<file path="config.mk">
export PLATFORM = sky130hd
export DESIGN_NAME = if_fetch_unit
export DESIGN_NICKNAME = d
export VERILOG_FILES = /design/src/rtl/cpu_pkg.sv /design/src/rtl/if_id_reg.sv /design/src/rtl/if_fetch_unit.sv
export SDC_FILE = /design/constraint.sdc
export NUM_CORES = 1
export LEC_CHECK = 0
export BUFFER_PORTS_ARGS = -buffer_cell sky130_fd_sc_hd__buf_2
export CAP_MARGIN = 15
export CORE_MARGIN = 4
export CORE_UTILIZATION = 43
export DETAILED_ROUTE_END_ITERATION = 8
export PLACE_DENSITY = 0.73
export SYNTH_ARGS = -nofsm -noshare
export SYNTH_HDL_FRONTEND = slang
export SYNTH_SLANG_ARGS = --single-unit
</file>
<file path="constraint.sdc">
create_clock -name clk -period 2.4 [get_ports clk]
set_input_delay 0.36 -clock clk [delete_from_list [all_inputs] [get_ports clk]]
set_output_delay 0.36 -clock clk [all_outputs]
set_load 0.01 [all_outputs]
</file>
<file path="src/rtl/cpu_pkg.sv">
// Shared definitions for the CPU front end.
//   NOP_INST          bubble encoding (addi x0,x0,0)
//   RESET_PC_DEFAULT  default fetch PC after reset
//   fetch_state_e     instruction-fetch FSM states
//   word_align()      clears the byte-offset bits of an address
package cpu_pkg;

    localparam logic [31:0] NOP_INST         = 32'h0000_0013;
    localparam logic [31:0] RESET_PC_DEFAULT = 32'h0000_0000;

    typedef enum logic [1:0] {
        REQ  = 2'd0,
        WAIT = 2'd1,
        HAVE = 2'd2
    } fetch_state_e;

    function automatic logic [31:0] word_align(input logic [31:0] addr);
        return addr & 32'hFFFF_FFFC;
    endfunction

endpackage

</file>
<file path="src/rtl/if_id_reg.sv">
// IF/ID pipeline register.
//   clk, rst   clock and synchronous active-high reset
//   stall      hold the register contents
//   flush      load a bubble (valid=0, inst=NOP); wins over stall, pc kept
//   if_valid   fetch stage has a valid instruction this cycle
//   if_pc      fetch stage pc
//   if_inst    fetch stage instruction
//   id_pc      registered pc
//   id_inst    registered instruction
//   id_valid   registered valid
module if_id_reg
    import cpu_pkg::*;
#(
    parameter logic [31:0] RESET_PC = RESET_PC_DEFAULT,
    parameter logic [31:0] NOP_INST = cpu_pkg::NOP_INST
) (
    input  logic        clk,
    input  logic        rst,
    input  logic        stall,
    input  logic        flush,
    input  logic        if_valid,
    input  logic [31:0] if_pc,
    input  logic [31:0] if_inst,
    output logic [31:0] id_pc,
    output logic [31:0] id_inst,
    output logic        id_valid
);

    logic [31:0] id_pc_reg;
    logic [31:0] id_inst_reg;
    logic        id_valid_reg;

    always_ff @(posedge clk) begin
        if (rst) begin
            id_pc_reg    <= RESET_PC;
            id_inst_reg  <= NOP_INST;
            id_valid_reg <= 1'b0;
        end else if (flush) begin
            // pc is deliberately left alone so the bubble still carries
            // the address of the squashed slot
            id_inst_reg  <= NOP_INST;
            id_valid_reg <= 1'b0;
        end else if (!stall) begin
            if (if_valid) begin
                id_pc_reg    <= if_pc;
                id_inst_reg  <= if_inst;
                id_valid_reg <= 1'b1;
            end else begin
                id_inst_reg  <= NOP_INST;
                id_valid_reg <= 1'b0;
            end
        end
    end

    assign id_pc    = id_pc_reg;
    assign id_inst  = id_inst_reg;
    assign id_valid = id_valid_reg;

endmodule

</file>
<file path="src/rtl/if_fetch_unit.sv">
// Instruction-fetch stage.
// Holds the fetch PC, runs a single-outstanding req/gnt/rvalid fetch on
// instruction memory, presents pc/inst to the hazard logic, takes the next
// PC back on npc_i and feeds the IF/ID register.
//   clk, rst                 clock and synchronous active-high reset
//   npc_i                    next PC from hazard logic (used only in HAVE)
//   id_stall_i, id_flush_i   downstream backpressure / bubble insertion
//   if_pc_o, if_inst_o, if_valid_o            current fetch slot
//   imem_req_o, imem_addr_o, imem_gnt_i,
//   imem_rvalid_i, imem_rdata_i               instruction memory port
//   id_pc_o, id_inst_o, id_valid_o            IF/ID register
module if_fetch_unit
    import cpu_pkg::*;
#(
    parameter logic [31:0] RESET_PC = RESET_PC_DEFAULT,
    parameter logic [31:0] NOP_INST = cpu_pkg::NOP_INST
) (
    input  logic        clk,
    input  logic        rst,
    input  logic [31:0] npc_i,
    input  logic        id_stall_i,
    input  logic        id_flush_i,
    output logic [31:0] if_pc_o,
    output logic [31:0] if_inst_o,
    output logic        if_valid_o,
    output logic        imem_req_o,
    output logic [31:0] imem_addr_o,
    input  logic        imem_gnt_i,
    input  logic        imem_rvalid_i,
    input  logic [31:0] imem_rdata_i,
    output logic [31:0] id_pc_o,
    output logic [31:0] id_inst_o,
    output logic        id_valid_o
);

    fetch_state_e state_reg;
    logic [31:0]  pc_reg;
    logic [31:0]  inst_reg;
    logic         if_valid_reg;
    logic [31:0]  npc_aligned;

    assign npc_aligned = word_align(npc_i);

    // Only one transaction is ever outstanding: gnt is honoured only in REQ
    // and rvalid only in WAIT, so a response still in flight across a reset
    // lands in REQ and is dropped.
    always_ff @(posedge clk) begin
        if (rst) begin
            state_reg    <= REQ;
            pc_reg       <= RESET_PC;
            inst_reg     <= NOP_INST;
            if_valid_reg <= 1'b0;
        end else begin
            case (state_reg)
                REQ: begin
                    if (imem_gnt_i) begin
                        state_reg <= WAIT;
                    end
                end
                WAIT: begin
                    if (imem_rvalid_i) begin
                        inst_reg     <= imem_rdata_i;
                        if_valid_reg <= 1'b1;
                        state_reg    <= HAVE;
                    end
                end
                HAVE: begin
                    // npc equal to the current pc is a hazard bubble: keep
                    // presenting the same instruction without refetching
                    if (!id_stall_i && (npc_aligned != pc_reg)) begin
                        pc_reg       <= npc_aligned;
                        if_valid_reg <= 1'b0;
                        state_reg    <= REQ;
                    end
                end
                default: begin
                    state_reg <= REQ;
                end
            endcase
        end
    end

    // Request is suppressed while reset is asserted so memory never sees a
    // request from the pre-reset state.
    assign imem_req_o  = (state_reg == REQ) && !rst;
    assign imem_addr_o = word_align(pc_reg);
    assign if_pc_o     = pc_reg;
    assign if_valid_o  = if_valid_reg;
    assign if_inst_o   = if_valid_reg ? inst_reg : NOP_INST;

    if_id_reg #(
        .RESET_PC (RESET_PC),
        .NOP_INST (NOP_INST)
    ) u_if_id_reg (
        .clk      (clk),
        .rst      (rst),
        .stall    (id_stall_i),
        .flush    (id_flush_i),
        .if_valid (if_valid_reg),
        .if_pc    (pc_reg),
        .if_inst  (inst_reg),
        .id_pc    (id_pc_o),
        .id_inst  (id_inst_o),
        .id_valid (id_valid_o)
    );

endmodule
</file>
=== Word level (Yosys, flattened, before mapping) ===
Index checks and enable logic that the tools add are counted.

* Bits in registers: 128
* Bits of input ports: 70
* Output and inout port bits: 163
* Logic and storage cells: 36

* Eq/ne operators: 6
* Muxes and demuxes: 9
* Bitwise gates (word level): 2
* Reductions and logical operators: 12

{| class="wikitable"
|+ Operators with widths
! cell !! number
|-
| 32-bit 2-to-1 mux || 1
|-
| 30-bit != test || 1
|-
| 3-bit AND reduction || 3
|-
| 2-bit 2-to-1 mux || 3
|-
| 2-bit != test (second input constant) || 3
|-
| 2-bit one-hot mux with 3 select lines || 1
|-
| 2-bit AND reduction || 2
|-
| 1-bit 2-to-1 mux || 3
|-
| 2-bit by 1-bit == test with 1-bit output (second input constant) || 1
|-
| 2-bit == test (second input constant) || 1
|-
| 1-bit logical AND || 2
|-
| 1-bit logical NOT || 2
|-
| 2-bit logical NOT || 1
|-
| 1-bit NOT || 2
|-
| 1-bit one-hot mux with 2 select lines || 1
|-
| 2-bit nonzero test || 1
|-
| 2-bit OR reduction || 1
|}

=== Longest topological paths before layout ===
Gate-level depths: netlist (run 1).

* Word-level depth: 4
* Depth in mapped cells: 6
* Gate-level depth less buffers: 5

=== By module ===
From an unflattened synthesis (run 1), not the netlist that was laid out.

* Cell total of the unflattened synthesis: 680
* Area, all modules: 6283.5 µm²

{| class="wikitable"
|+ Modules (own cells, without submodules)
! module !! instances !! cells an instance !! area an instance (µm²) !! seq. area each (µm²)
|-
| if_fetch_unit || 1 || 394 || 3379.5 || 1301.2
|-
| if_id_reg || 1 || 286 || 2904.0 || 1301.2
|}

=== Least setup slack after synthesis (run 1) ===
No wires, ideal clock.

* Kind: reg2reg
* Start point: reg pc_reg[30] (netlist: if_pc_o[30])
* End point: reg pc_reg[10] (netlist: if_pc_o[10])
* Library setup time: 120 ps
* Arrival: 1450 ps
* Required time: 2280 ps
* Setup slack: 830 ps
* Stages on the path, launching flop included: 7
* Path buffers: 1
* Period minus slack after synthesis: 1570 ps
* Cell sequence: dfxtp_1 -> xnor2_1 -> nand4_1 -> nor4_2 -> a211oi_2 -> buf_6 -> mux2i_1

* Cells in the longest elaborated chain, start to end: 3

{| class="wikitable"
|+ RTL lines
! what !! RTL line !! RTL
|-
| start, declared || if_fetch_unit.sv:37 || <nowiki>logic [31:0] pc_reg;</nowiki>
|-
| start signal, assigned || if_fetch_unit.sv:71 || <nowiki>pc_reg <= npc_aligned;</nowiki>
|-
| 30-bit != test || if_fetch_unit.sv:70 || <nowiki>if (!id_stall_i && (npc_aligned != pc_reg)) begin</nowiki>
|-
| 1-bit logical AND || if_fetch_unit.sv:70 ||
|-
| 2-bit AND reduction (no source line) || - ||
|}

Every way passes these cells.
A chain may end at the register's enable or synchronous reset.

=== Final worst setup path (run 1) ===
* Start point: reg pc_reg[9] (netlist: if_pc_o[9])
* End point: reg pc_reg[18] (netlist: if_pc_o[18])

Same word-level chain as after synthesis.

==> results of run 1 <==
==> worst paths after layout <==
check	endpoint	slack, ps
setup / recovery	if_pc_o[18]	510
hold / removal	inst_reg[0]	180
setup reg to reg	if_pc_o[18]	510
hold reg to reg	inst_reg[11]	450
==> report_power, final <==
| part | internal [mW] | switching [mW] | total, mW |
|---|---|---|---|
| clock network | 1.83 | 0.954 | 2.78 |
| logic | 0.140 | 0.185 | 0.325 |
| registers | 2.16 | 0.0195 | 2.18 |
| total | 4.12 | 1.16 | 5.28 |
==> cells in the mapped netlist <==
| cell | n |
|---|---|
| nand4_1 | 7 |
| conb_1 | 1 |
| o22ai_1 | 1 |
| or2b_1 | 6 |
| buf_4 | 36 |
| inv_1 | 1 |
| dfxtp_1 | 128 |
| xnor2_1 | 30 |
| buf_2 | 4 |
| mux2i_1 | 63 |
| nor3_1 | 2 |
| nand3b_1 | 3 |
| a21oi_1 | 60 |
| a211oi_1 | 2 |
| a211oi_2 | 1 |
| nand2_1 | 130 |
| and2_1 | 29 |
| or2_2 | 3 |
| nor2_1 | 32 |
| clkbuf_1 | 33 |
| nand2b_1 | 60 |
| nor4_2 | 2 |
| buf_6 | 3 |
==> layout make-up <==
cell class,instances,area share
Clock buffer,20,0.06454
Clock inverter,12,0.02474
Inverter,1,0.0005191
Multi-Input combinational cell,437,0.3585
Sequential cell,128,0.3544
Tap cell,172,0.02976
Timing Repair Buffer,234,0.1675
==> cell families after synthesis <==
| kind of cell | Yosys count |
|---|---|
| AND/OR/NAND/NOR | 274 |
| flip-flops | 128 |
| buffers and inverters | 77 |
| AO/OA/AOI/OAI | 64 |
| multiplexers | 63 |
| XOR/XNOR | 30 |
| other | 1 |
==> worst max-delay path, cell delays in order, from the launching register on <==
cell	delay, ps
dfxtp_1	430
xnor2_1	180
nand4_1	130
nor4_2	520
a211oi_4	130
buf_12	210
mux2i_1	140
==> placed cells by master, fill, tap and decap left out, drive strengths merged, types with 20 or more instances in the layout <==
cell,n
a21oi,60
and2,29
buf,234
clkbuf,20
dfxtp,128
mux2i,63
nand2,130
nand2b,60
nor2,32
xnor2,30
==> routing by layer <==
| metal | part of all wire | GRT usage | vias to the layer above |
|---|---|---|---|
| met3 | 0.093 | 0.07010 | 31 |
| met2 | 0.46 | 0.3180 | 193 |
| li1 | - | - | 2377 |
| met5 | 0 | 0 | - |
| met1 | 0.42 | 0.2397 | 2141 |
| met4 | 0.028 | 0.08683 | 0 |
==> results.cfg, run 1 <==
[cts]
clockBufferDepth = 2
path_clk_slew_ps = 60
cts_buffers = 17
cts_hold_buf = 0
cts_tree = done
clock-root-buffer = clkbuf_16
cts.repair.resized = 0
insertion_delay_ps = 410
clock-sinks = 128
htree_levels = 4
cts_setup_buffers = 0

[placement]
dpl_cell_area_sq_um = 6585
place_ws_ps = 357.2
post-dp-hpwl_um = 10430
dp.cells = 972
place_congestion = 0.7882
port_buffers = 224

[setup_path]
cp-start-kind = register
crit_type = reg -> reg
timing.rr.start = if_pc_o[9]
reg2reg_depth = 6
arrival_ps = 2180
endpoint_kind = register
path_max_fanout = 31
startpoint = if_pc_o[9]
critical_path_required_ps = 2690

[global_routing]
antenna_found_initial = 0
grt_pass1_wl_um = 22870
grt_pass1_vias = 4564
grt_usage = 0.1980
gr-total-overflow = 0
grt_max_degree = 40

[sta]
fmax_ghz = 0.5299
max-slew-margin-rel = 0.5468
hold_viol_final = 0
rsz0062_at_grt = no
min_period_over_period = 0.7863
hold_ws_ps = 175.6
tightest_slew_ps = 679.8
drv_slew = 0
setup_viol = 0
fin_crit_ps = 1887
fin_skew_ps = 8.074
worst_slack_ps = 512.8
fin_tns_setup_ps = 0

[floorplanning]
die_h_um = 121.9
core_area_sq_um = 12670
pin_count = 233
initial_utilization = 0.4400
die_w_um = 121.9
die_area_sq_um = 14850
core.rowCount = 41

[cells_and_area]
diodes = 0
regArea_sq_um = 2562
drive_above_1_share = 0.3293
layout.cells.non_filler = 1004
area_delta_synth_final_pct = 29.69
final_core_util = 0.5707
nNetsFinal = 889
nFillCells = 1214
multi_input_area_sq_um = 2592
design_area_sq_um = 7231

[drt]
antenna_left = 0
dr.first_iter.drc_count = 217
wire_per_inst_um = 14.55
vias = 4742
drt_pass1_iterations = 4
routed_wl_um = 14610
viasPerCell = 4.723
drc_errors = 0

[synthesis]
synthDistinctLibCells = 23
yosysSeqAreaShare = 0.4596
ys_ff_latch = 128
synth-compound-area-share = 0.05992
synth_top_area_frac = 0.4596
synth_area_sq_um = 5575
yosys.area_share.adder = 0
netlist_top_cells_area = dfxtp_1, mux2i_1, nand2_1, nand2b_1, a21oi_1
synth_top_family_by_area = simple AND/OR/NAND/NOR gates
yosysTopAreaCell = dfxtp_1
synth-simple-area-share = 0.2386
synthCells = 637
yosysWarnings = 0
synthMuxAreaShare = 0.1131
avgSynthCellArea_sq_um = 8.753
synth-xor-area-share = 0.04713

[power]
leakage_nw = 3.241
power_mw = 5.280
cellPowerDensity_nw_per_um2 = 730.2
peakVddDrop_mv = 0.4018

[status]
outcome = completed

[hold_path]
hold_start = imem_rdata_i[0]
whs_path_depth = 3
hold_class = in -> reg

[flow_run]
maxCapViolCount = 0
(Power assumes the default switching activity.)
==> run 2, diff against run 1 <==
Settings changed: PLACE_DENSITY 0.73 to 0.76.
Clock period 2.4 ns to 1.7 ns, I/O delays scaled along.
==> run 2 against run 1 <==
Sequential share of layout area shrank 1.6 points. Worst hold slack lost 120 ps. Design area grew 5.1%. Non-clock buffer count grew 36. Via count grew 3.6%. Critical path depth grew 1. Wire length grew 0.77%. Combinational power grew 52%. First-iteration DRC count grew 18%. Clock power grew 40%. Core utilization grew 2.9 points. Critical endpoint is now if_pc_o[20].
==> results.cfg, run 2 (synthesis results as in run 1) <==
[sta]
min_period_over_period = 0.9805
fin_crit_ps = 1667
max-slew-margin-rel = 0.5428
worst_slack_ps = 33.21
drv_slew = 0
fin_skew_ps = 8.057
hold_viol_final = 0
fmax_ghz = 0.6000
tightest_slew_ps = 685.9
rsz0062_at_grt = yes
setup_viol = 0

[cts]
insertion_delay_ps = 420
path_clk_slew_ps = 60
htree_levels = 4
clockBufferDepth = 2
cts_buffers = 17
cts_hold_buf = 0
clock-sinks = 128
clock-root-buffer = clkbuf_16
cts_tree = done

[floorplanning]
pin_count = 233
initial_utilization = 0.4400
die_w_um = 121.9
die_area_sq_um = 14850
core_area_sq_um = 12670
core.rowCount = 41
die_h_um = 121.9

[placement]
port_buffers = 224
place_ws_ps = -105.8
dpl_cell_area_sq_um = 6885
dp.cells = 1007
post-dp-hpwl_um = 10820
place_congestion = 0.7643

[drt]
viasPerCell = 4.724
routed_wl_um = 14720
drt_pass1_iterations = 4
dr.first_iter.drc_count = 257
drc_errors = 0
wire_per_inst_um = 14.15
vias = 4913
antenna_left = 0

[power]
p_int_mw = 5.797
power_frac_seq = 0.412
clkPwrFrac = 0.522
leakage_nw = 3.483
p_sw_mw = 1.652
peakVddDrop_mv = 0.5434
pwr-share-comb = 0.066
cellPowerDensity_nw_per_um2 = 980.7
swShare = 0.2217

[hold_path]
hold-path-endpoint = inst_reg[4]
hold_class = in -> reg
whs_path_depth = 3
hold_start = imem_rdata_i[4]

[global_routing]
grt_pass1_vias = 4735
antenna_found_initial = 0
grt_usage = 0.1988
grt_max_degree = 51
gr-total-overflow = 0
grt_pass1_wl_um = 23060

[status]
outcome = completed

[cells_and_area]
nFillCells = 1134
area_delta_synth_final_pct = 36.24
drive_above_1_share = 0.3687
nNetsFinal = 925
multi_input_area_sq_um = 2646
final_core_util = 0.5995
diodes = 0
final_cell_mix = buf_2, nand2_1, dfxtp_1
design_area_sq_um = 7596
layout_commonest_cell = buf_2
regArea_sq_um = 2567
layout.cells.non_filler = 1040

[setup_path]
critical_path_required_ps = 2010
critPathSlowestCell = dfxtp_1
r2r_end = if_pc_o[20]
endpoint_kind = register
regToRegSetupSlack_ps = 30
timing.rr.start = if_pc_o[17]
arrival_ps = 1970
crit_type = reg -> reg
slowest_delay_ps = 320
reg2reg_depth = 7
critical_path.cell_chain = xnor2_1, nand4_1, nor4_4, a211oi_4, buf_6, buf_4, mux2i_1
cp-start-kind = register
path_max_fanout = 5

[flow_run]
maxCapViolCount = 0
run 2: changes by cell type in the layout (fill, tap and decap cells not counted), sizes merged:
cell	change
buf	+36
clkinv	+1
clkbuf	-1
run 2: how the worst max path moves through the flow:
| stage | start | to | slack (ps) | cells past startpoint |
|---|---|---|---|---|
| after floorplan | if_pc_o[30] | if_pc_o[10] | 130 | 6 |
| after CTS | if_pc_o[2] | if_pc_o[20] | 0.1 | 7 |
| after global placement | npc_i[30] | if_pc_o[20] | -80 | 7 |
| final | if_pc_o[17] | if_pc_o[20] | 30 | 7 |
| after global routing | if_pc_o[25] | if_pc_o[8] | -70 | 8 |
| after detailed placement | npc_i[17] | if_pc_o[24] | -110 | 7 |
run 2: what timing repair did:
item | CTS | global route
pin swaps | 2 | 10
resized for setup | 2 | 11
cloned | 0 | 0
setup endpoints to repair | 31 | 32
buffers inserted | 0 | 1
hold endpoints to repair | 0 | 0
run 2: layout make-up:
type,count,area share
Timing Repair Buffer,270,0.2010
Tap cell,172,0.02833
Sequential cell,128,0.3380
Clock buffer,19,0.05963
Multi-Input combinational cell,437,0.3484
Inverter,1,0.0004942
Clock inverter,13,0.02421
run 2: per-layer routing:
layer	vias up	track usage	share of wire	wire length, um
li1	2447	-	-	-
met1	2250	0.2224	0.40	5854
met2	196	0.3429	0.49	7164
met3	20	0.07892	0.097	1426
met4	0	0.07073	0.019	274
met5	-	0	0	0
run 2: stage by stage:
step	hold WS, ps	total power, mW	TNS [ps]
global placement	437.1	3.612	-2085
CTS	51.15	7.513	0
finish	60.13	7.449	0
floorplan	370.2	3.427	0
global route	68.40	7.706	-1497
detailed placement	442.0	3.617	-2792
run 2: power by group through the flow:
stage / combinational, mW / sequential (mW) / clock [mW]
CTS: 0.491 / 3.07 / 3.96
floorplan: 0.291 / 3.14 / 0
detailed placement: 0.486 / 3.13 / 0
global route: 0.542 / 3.07 / 4.09
finish: 0.494 / 3.07 / 3.89
global placement: 0.484 / 3.13 / 0
run 2: worst max-delay path: cells and delay by family, from the launching register on:
family	cells	cell delay, ps
flip-flops	1	320
AO/OA/AOI/OAI	1	100
multiplexers	1	110
buffers and inverters	2	300
XOR/XNOR	1	250
AND/OR/NAND/NOR	2	470
==> run 3, diff against run 2 <==
Settings changed: CORE_UTILIZATION 43 to 35, PLACE_DENSITY 0.76 to unset, TNS_END_PERCENT set to 30.
==> run 3 against run 2 <==
Critical path depth is 1 higher. Setup slack gained 2.4 ps. Combinational power up 4%. Design area grew 2.2%. Critical endpoint is now if_pc_o[27]. Clock power about the same. Sequential power hardly changed. Largest power group unchanged. Clock skew grew 1.7 ps. Clock-buffer cell count down 2. Non-clock buffer count grew 5.
==> results.cfg, run 3 (synthesis results as in run 1) <==
[placement]
dp.cells = 1046
place_ws_ps = -82.06
port_buffers = 224
post-dp-hpwl_um = 11120
place_congestion = 0.7412
dpl_cell_area_sq_um = 6972

[cells_and_area]
layout.cells.non_filler = 1084
diodes = 0
nNetsFinal = 930
final_cell_mix = buf_2, nand2_1, dfxtp_1
design_area_sq_um = 7764
layout_commonest_cell = buf_2
final_core_util = 0.5032
drive_above_1_share = 0.3757
area_delta_synth_final_pct = 39.25

[setup_path]
crit_type = reg -> reg
critical_path_required_ps = 2000
reg2reg_depth = 8
endpoint_kind = register
critical_path.cell_chain = xnor2_2, nand4_1, nor4_2, buf_4, a211oi_4, buf_6, clkbuf_16, mux2i_1
critPathSlowestCell = dfxtp_2
path_max_fanout = 6
arrival_ps = 1970
cp-start-kind = register
slowest_delay_ps = 330
regToRegSetupSlack_ps = 40

[cts]
cts_hold_buf = 0
cts_tree = done
clockBufferDepth = 2
htree_levels = 4
clock-root-buffer = clkbuf_16
path_clk_slew_ps = 60
clock-sinks = 128
cts_buffers = 17
insertion_delay_ps = 420

[power]
leakage_nw = 3.530
cellPowerDensity_nw_per_um2 = 963.0
peakVddDrop_mv = 0.7066
power_mw = 7.476

[status]
outcome = completed

[floorplanning]
die_w_um = 134.2
core.rowCount = 45
die_h_um = 134.2
core_area_sq_um = 15430
initial_utilization = 0.3614
pin_count = 233
die_area_sq_um = 18010

[hold_path]
hold_class = in -> reg
whs_path_depth = 3

[global_routing]
gr-total-overflow = 0
grt_usage = 0.1721
antenna_found_initial = 1
grt_max_degree = 75
grt_pass1_wl_um = 24650
grt_pass1_vias = 4692

[sta]
hold_ws_ps = 53.51
worst_slack_ps = 35.63
hold_viol_final = 0
rsz0062_at_grt = yes
fin_crit_ps = 1664
drv_slew = 0
fin_tns_setup_ps = 0
fin_skew_ps = 9.788
setup_viol = 0
min_period_over_period = 0.9790
fmax_ghz = 0.6008
tightest_slew_ps = 707.1
max-slew-margin-rel = 0.5286

[drt]
wire_per_inst_um = 14.35
drc_errors = 0
antenna_left = 0
vias = 4825
routed_wl_um = 15560
dr.first_iter.drc_count = 174
drt_pass1_iterations = 4
viasPerCell = 4.451

[flow_run]
maxCapViolCount = 0
-- run 3: layout make-up --
class | count | area [sq um]
sequential | 128 | 2570
clock inverter | 15 | 209.0
clock buffer | 17 | 425.4
inverter | 1 | 3.754
fill | 1542 | 7664
tap | 211 | 264.0
timing repair buffer | 275 | 1648
multi-input combinational | 437 | 2644
-- run 3: metal layers --
layer  vias to the layer above  wire length, um  global-route usage
met1                      2178             6723              0.2112
met5                         -               20                   0
li1                       2456                -                   -
met2                       176             7293              0.2796
met3                        13             1312             0.06489
met4                         2              206             0.05543
-- run 3: power by group --
part,internal [mW],leakage [nW],switching (mW)
sequential,3.04,1.04,0.0237
combinational,0.236,2.19,0.277
clock,2.47,0.306,1.42
-- run 3: final timing paths --
| check | from | end |
|---|---|---|
| worst max-delay path | if_pc_o[8] | if_pc_o[27] |
| worst min-delay path | imem_rdata_i[4] | inst_reg[4] |
| worst max register to register | if_pc_o[8] | if_pc_o[27] |
| worst min register to register | inst_reg[16] | inst_reg[16] |
-- run 3: what timing repair did --
| item | 4_1_cts | 5_1_grt |
|---|---|---|
| hold endpoints to repair | 0 | 0 |
| setup buffers | 0 | 4 |
| endpoints found under the setup margin | 50 | 31 |
| pin swaps | 3 | 11 |
| gates resized for setup | 5 | 13 |
| cloned | 0 | 2 |
-- run 3: critical path: cells and delay by family (launching register included) --
| family | cells | cell delay (ps) |
|---|---|---|
| xor+xnor | 1 | 150 |
| compound gates | 1 | 60 |
| mux | 1 | 110 |
| flops | 1 | 330 |
| buf+inv | 3 | 460 |
| simple gates | 2 | 440 |
